[src/rtl/ctrl_pipe.sv]
// Control pipeline: decodes the instruction in ID and moves its control bundle
// through EX, MEM and WB. CTRL_PIPE_PERF_CNT_EN adds retired/illegal counters.
module ctrl_pipe #(
  parameter int ALUCTRL_W = 4,
  parameter int CNT_W     = 32
) (
  input  logic                 clk,
  input  logic                 rst,
  input  logic [6:0]           op_d,
  input  logic [2:0]           funct3_d,
  input  logic                 funct7b5_d,
  input  logic                 valid_d,
  input  logic                 flush_e,
  output logic [2:0]           imm_src_d,
  output logic                 reg_write_e,
  output logic                 mem_write_e,
  output logic                 branch_e,
  output logic                 jump_e,
  output logic                 alu_src_e,
  output logic                 alu_src_a_e,
  output logic [1:0]           result_src_e,
  output logic [ALUCTRL_W-1:0] alu_ctrl_e,
  output logic                 illegal_e,
  output logic                 reg_write_m,
  output logic                 mem_write_m,
  output logic [1:0]           result_src_m,
  output logic                 reg_write_w,
  output logic [1:0]           result_src_w,
  output logic                 valid_w
`ifdef CTRL_PIPE_PERF_CNT_EN
  ,
  output logic [CNT_W-1:0]     retired_cnt,
  output logic [CNT_W-1:0]     illegal_cnt
`endif
);

  if (ALUCTRL_W < 4 || CNT_W < 1) begin : g_bad_param
    $error("ctrl_pipe: ALUCTRL_W must be >= 4 and CNT_W >= 1");
  end

  localparam logic [6:0] OP_LOAD   = 7'b0000011;
  localparam logic [6:0] OP_STORE  = 7'b0100011;
  localparam logic [6:0] OP_R      = 7'b0110011;
  localparam logic [6:0] OP_I      = 7'b0010011;
  localparam logic [6:0] OP_BRANCH = 7'b1100011;
  localparam logic [6:0] OP_JAL    = 7'b1101111;
  localparam logic [6:0] OP_JALR   = 7'b1100111;
  localparam logic [6:0] OP_LUI    = 7'b0110111;
  localparam logic [6:0] OP_AUIPC  = 7'b0010111;

  localparam logic [3:0] ALU_ADD  = 4'b0000;
  localparam logic [3:0] ALU_SUB  = 4'b0001;
  localparam logic [3:0] ALU_AND  = 4'b0010;
  localparam logic [3:0] ALU_OR   = 4'b0011;
  localparam logic [3:0] ALU_XOR  = 4'b0100;
  localparam logic [3:0] ALU_SLT  = 4'b0101;
  localparam logic [3:0] ALU_SLTU = 4'b0110;
  localparam logic [3:0] ALU_SLL  = 4'b0111;
  localparam logic [3:0] ALU_SRL  = 4'b1000;
  localparam logic [3:0] ALU_SRA  = 4'b1001;

  logic       dec_legal, dec_rw, dec_mw, dec_br, dec_jp, dec_as, dec_asa;
  logic       dec_alu_op, dec_is_r;
  logic [1:0] dec_rs;
  logic [3:0] dec_alu;
  logic       take_d;
  logic       valid_e, valid_m;

  always_comb begin
    dec_legal  = 1'b1;
    dec_rw     = 1'b0;
    dec_mw     = 1'b0;
    dec_br     = 1'b0;
    dec_jp     = 1'b0;
    dec_as     = 1'b0;
    dec_asa    = 1'b0;
    dec_rs     = 2'b00;
    dec_alu_op = 1'b0;
    dec_is_r   = 1'b0;
    imm_src_d  = 3'b000;
    dec_alu    = ALU_ADD;
    case (op_d)
      OP_LOAD:   begin dec_rw = 1'b1; dec_as = 1'b1; dec_rs = 2'b01; end
      OP_STORE:  begin dec_mw = 1'b1; dec_as = 1'b1; imm_src_d = 3'b001; end
      OP_R:      begin dec_rw = 1'b1; dec_alu_op = 1'b1; dec_is_r = 1'b1; end
      OP_I:      begin dec_rw = 1'b1; dec_as = 1'b1; dec_alu_op = 1'b1; end
      OP_BRANCH: begin dec_br = 1'b1; dec_alu = ALU_SUB; imm_src_d = 3'b010; end
      OP_JAL:    begin dec_rw = 1'b1; dec_jp = 1'b1; dec_rs = 2'b10; imm_src_d = 3'b011; end
      OP_JALR:   begin dec_rw = 1'b1; dec_jp = 1'b1; dec_as = 1'b1; dec_rs = 2'b10; end
      OP_LUI:    begin dec_rw = 1'b1; dec_rs = 2'b11; imm_src_d = 3'b100; end
      OP_AUIPC:  begin dec_rw = 1'b1; dec_as = 1'b1; dec_asa = 1'b1; imm_src_d = 3'b100; end
      default:   dec_legal = 1'b0;
    endcase
    if (dec_alu_op) begin
      case (funct3_d)
        3'b000:  dec_alu = (dec_is_r && funct7b5_d) ? ALU_SUB : ALU_ADD;
        3'b001:  dec_alu = ALU_SLL;
        3'b010:  dec_alu = ALU_SLT;
        3'b011:  dec_alu = ALU_SLTU;
        3'b100:  dec_alu = ALU_XOR;
        3'b101:  dec_alu = funct7b5_d ? ALU_SRA : ALU_SRL;
        3'b110:  dec_alu = ALU_OR;
        default: dec_alu = ALU_AND;
      endcase
    end
  end

  // Stage registers advance every cycle with no stall: a stage's bundle is
  // meaningful only when its valid bit is 1; bubbles carry all-zero controls.
  assign take_d = valid_d && !flush_e && dec_legal;

  always_ff @(posedge clk) begin
    if (rst) begin
      reg_write_e  <= 1'b0;
      mem_write_e  <= 1'b0;
      branch_e     <= 1'b0;
      jump_e       <= 1'b0;
      alu_src_e    <= 1'b0;
      alu_src_a_e  <= 1'b0;
      result_src_e <= 2'b00;
      alu_ctrl_e   <= '0;
      illegal_e    <= 1'b0;
      valid_e      <= 1'b0;
      reg_write_m  <= 1'b0;
      mem_write_m  <= 1'b0;
      result_src_m <= 2'b00;
      valid_m      <= 1'b0;
      reg_write_w  <= 1'b0;
      result_src_w <= 2'b00;
      valid_w      <= 1'b0;
    end else begin
      reg_write_e  <= take_d && dec_rw;
      mem_write_e  <= take_d && dec_mw;
      branch_e     <= take_d && dec_br;
      jump_e       <= take_d && dec_jp;
      alu_src_e    <= take_d && dec_as;
      alu_src_a_e  <= take_d && dec_asa;
      result_src_e <= take_d ? dec_rs : 2'b00;
      alu_ctrl_e   <= take_d ? ALUCTRL_W'(dec_alu) : '0;
      // flush outranks illegal detection
      illegal_e    <= valid_d && !flush_e && !dec_legal;
      valid_e      <= take_d;
      reg_write_m  <= reg_write_e;
      mem_write_m  <= mem_write_e;
      result_src_m <= result_src_e;
      valid_m      <= valid_e;
      reg_write_w  <= reg_write_m;
      result_src_w <= result_src_m;
      valid_w      <= valid_m;
    end
  end

`ifdef CTRL_PIPE_PERF_CNT_EN
  always_ff @(posedge clk) begin
    if (rst) begin
      retired_cnt <= '0;
      illegal_cnt <= '0;
    end else begin
      if (valid_w)   retired_cnt <= retired_cnt + 1'b1;
      if (illegal_e) illegal_cnt <= illegal_cnt + 1'b1;
    end
  end
`endif

endmodule

[config.mk]
export PLATFORM = sky130hd
export DESIGN_NAME = ctrl_pipe
export DESIGN_NICKNAME = d
export VERILOG_FILES = /design/src/rtl/ctrl_pipe.sv
export SDC_FILE = /design/constraint.sdc
export NUM_CORES = 1
export LEC_CHECK = 0
export ABC_AREA = 1
export BUFFER_PORTS_ARGS = -buffer_cell sky130_fd_sc_hd__buf_2
export CORE_MARGIN = 2
export CORE_UTILIZATION = 49
export CTS_CLUSTER_SIZE = 14
export DETAILED_ROUTE_END_ITERATION = 10
export GPL_ROUTABILITY_DRIVEN = 0
export GPL_TIMING_DRIVEN = 0
export PLACE_DENSITY = 0.81
export SETUP_SLACK_MARGIN = 0.2
export SLEW_MARGIN = 30
export SYNTH_ARGS = -nofsm -noshare
export SYNTH_HDL_FRONTEND = slang
export SYNTH_SLANG_ARGS = --single-unit
[constraint.sdc]
create_clock -name clk -period 1.8 [get_ports clk]
set_input_delay 0.36 -clock clk [delete_from_list [all_inputs] [get_ports clk]]
set_output_delay 0.36 -clock clk [all_outputs]
set_load 0.005 [all_outputs]
==> results by group <==
Place
  • I/O Buffers: 36
  • Place WS: between 0.1 and 0.15 ns
  • DP Wirelength: 1373 um

Timing
  • Worst hold margin: between 0.3 and 0.4 ns
  • Pins over their slew limit: 0
  • Relative slew margins: 87.62%
  • Worst-Margin Slew: 0.1857 ns
  • # setup viols final: 0
  • F_max: 0.6426 GHz
  • RSZ-0062 raised after global routing: no
  • Setup TNS: 0 ns
  • Setup Skew: 0.0008138 ns
  • Fin. Hold Viols: 0
  • Fin worst setup slack: 0.2437 ns
  • Fin crit period: 1.556 ns
  • Period utilization: 86.46%

Status
  • Status: finished, final reports clean

Floorplanning
  • Core area: 0.001764 mm^2
  • Die area: 0.002292 mm^2
  • # rows: 15
  • Ports: 39
  • Die Ht: 47.88 um
  • Die span in x: ~48 um
  • Starting Density: 53.48%

Setup path
  • Max FO, Critical Path: 3
  • Critical path arrival: 1.20 ns
  • Worst Setup EP: imm_src_d[0]
  • Worst path cell trace: buf_2 -> nor2_2 -> nand2_1 -> inv_2 -> nand3_4 -> nor2_2 -> inv_1 -> nand2_1 -> buf_2
  • Setup crit start kind: input port
  • Crit path capture type: output port
  • Reg-to-Reg Start: result_src_e[0]
  • CP required: 1.44 ns
  • R2r setup slk: approximately 1.3 ns
  • Crit path largest cell delay: 0.12 ns
  • R2R cell count: 2
  • Critical Path Source: op_d[2]
  • FF-to-FF End: result_src_m[0]
  • Slowest CP cell: buf_2
  • Crit path kind: input port to output port

Synth
  • Syn nets: 141
  • Post-synthesis sequential area ratio: between 40% and 50%
  • Synth Instances: 126
  • Yosys warns: 0
  • Library cells used by synthesis: 18
  • Syn avg cell area: 7.487 um^2
  • Mapped cell area: 943.4 um^2
  • Flops & latches, synth: 23

Global routing
  • GRT Overall Usage: 16.26%
  • Largest net degree at the start of global routing: 14
  • Antenna violations before repair: 0
  • Global-route wire length before repair: 2566 um
  • Remaining global-route overflow: 0
  • Vias in the first global route: 710

CTS
  • Num CTS Buffers: 3
  • CTS tree: yes
  • Clk_lat worst skew: between 0.2 and 0.3 ns
  • CTS Hold Bufs: 0
  • Worst-path clk slew: between 0.1 and 0.15 ns
  • Clk buf depth: 2
  • Clock Root Buffer: clkbuf_4
  • H-tree depth: 1
  • Sink Count: 23

Hold path
  • Worst hold path type: input port to register

Detailed routing
  • DRC viols: 0
  • Detail Route Antenna Nets: 0
  • Initial DRC count: 7
  • Routed wire length: ~1700 um
  • Average wire per standard cell: 9.005 um
  • Via count: 859
  • Vias per cell: 4.428
  • First-pass iteration count of the detailed router: 2

Cells and area
  • Layout area overhead: 29.84%
  • Share of cells above drive strength 1: 38.46%
  • # diodes: 0
  • Nets: 185

Power
  • Max IR drop VDD: 0.0003161 V
  • P per Cell Area: 658.0 mW/mm^2
  • P_leak: 0.0006649 uW

Run
  • Max Cap Viol: 0
synth_stat cells:
| library cell | instances | area share (%) |
|---|---|---|
| a21oi_1 | 5 | 2.7 |
| buf_2 | 2 | 1.1 |
| dfxtp_1 | 23 | 49 |
| inv_1 | 25 | 9.9 |
| inv_2 | 4 | 1.6 |
| nand2_1 | 15 | 6.0 |
| nand2_2 | 3 | 2.0 |
| nand2_4 | 1 | 1.2 |
| nand3_1 | 11 | 5.8 |
| nand3_2 | 1 | 1.1 |
| nand3_4 | 1 | 1.9 |
| nand4_1 | 1 | 0.66 |
| nor2_1 | 26 | 10 |
| nor2_2 | 3 | 2.0 |
| nor2_4 | 2 | 2.4 |
| o21ai_1 | 1 | 0.53 |
| o21bai_2 | 1 | 1.2 |
| xnor2_1 | 1 | 0.93 |
timing repair:
item,in CTS,in global routing
setup endpoints to repair,1,1
cloned,0,0
resized for setup,2,3
setup buffers,3,0
pin swaps,2,2
worst max-delay path: cells and delay by family:
family        cells  cell delay [ns]
simple gates      5             0.46
buf+inv           4             0.39
metrics by stage:
step / total power [uW] / cell area (um^2) / instances / utilization [%]
finish: 806.0 / 1225 / 194 / 69.43
CTS: 815.1 / 1212 / 194 / 68.72
global placement: 591.5 / 1155 / 187 / 65.46
floorplan: 567.7 / 943.4 / 126 / -
global route: 850.7 / 1225 / 194 / 69.43
detailed placement: 594.5 / 1155 / 187 / 65.46
power by group:
part | total, uW | switching [uW] | internal (uW)
clock | 218 | 135 | 82.6
combinational | 77.3 | 48.1 | 29.2
sequential | 511 | 0.520 | 510
total | 806 | 184 | 622
cell families after synthesis:
group / share of synthesized area, %
AO/OA/AOI/OAI: 4.376
AND/OR/NAND/NOR: 33.29
flip-flops: 48.81
buffers and inverters: 12.60
XOR/XNOR: 0.9286
sequential cells by signal, summed over array words and instances (netlist names):
name / count
alu_ctrl_e: 4
result_src_e: 2
result_src_m: 2
result_src_w: 2
alu_src_a_e: 1
alu_src_e: 1
branch_e: 1
illegal_e: 1
jump_e: 1
mem_write_e: 1
mem_write_m: 1
reg_write_e: 1
reg_write_m: 1
reg_write_w: 1
valid_e: 1
valid_m: 1
valid_w: 1
cell type report:
cell class,count,area [um^2]
plain buffers,2,10.01
clock buffers,3,22.52
clock inverters,1,5.005
fillers,165,539.3
inverters,29,108.9
multi-input cells,72,384.1
flip-flops and latches,23,460.4
well taps,25,31.28
repair buffers,39,202.7
worst min path at each step:
stage / from / endpoint / slack, ns / depth (start not counted)
after global placement: valid_m / valid_w / 0.39 / 2
after global routing: rst / reg_write_m / 0.35 / 2
after detailed placement: valid_e / valid_m / 0.41 / 2
after floorplan: valid_e / valid_m / 0.39 / 2
final: rst / result_src_m[0] / 0.35 / 2
after CTS: funct3_d[1] / alu_ctrl_e[1] / 0.34 / 3
layout by cell type (no fill, tap or decap):
| cell | count |
|---|---|
| a21oi_1 | 5 |
| buf_2 | 38 |
| buf_4 | 3 |
| clkbuf_4 | 3 |
| clkinv_2 | 1 |
| dfxtp_1 | 23 |
| inv_1 | 25 |
| inv_2 | 4 |
| nand2_1 | 14 |
| nand2_2 | 4 |
| nand2_4 | 1 |
| nand3_1 | 10 |
| nand3_2 | 1 |
| nand3_4 | 2 |
| nand4_1 | 1 |
| nor2_1 | 24 |
| nor2_2 | 5 |
| nor2_4 | 2 |
| o21ai_1 | 1 |
| o21bai_2 | 1 |
| xnor2_1 | 1 |
routing by layer:
| metal | vias up | global-route usage [%] | wire length (um) |
|---|---|---|---|
| met4 | 0 | 11.35 | 27 |
| met2 | 27 | 30.67 | 908 |
| li1 | 459 | - | - |
| met3 | 2 | 2.642 | 102 |
| met5 | - | 0 | 0 |
| met1 | 371 | 15.72 | 709 |
(Power assumes the default switching activity.)
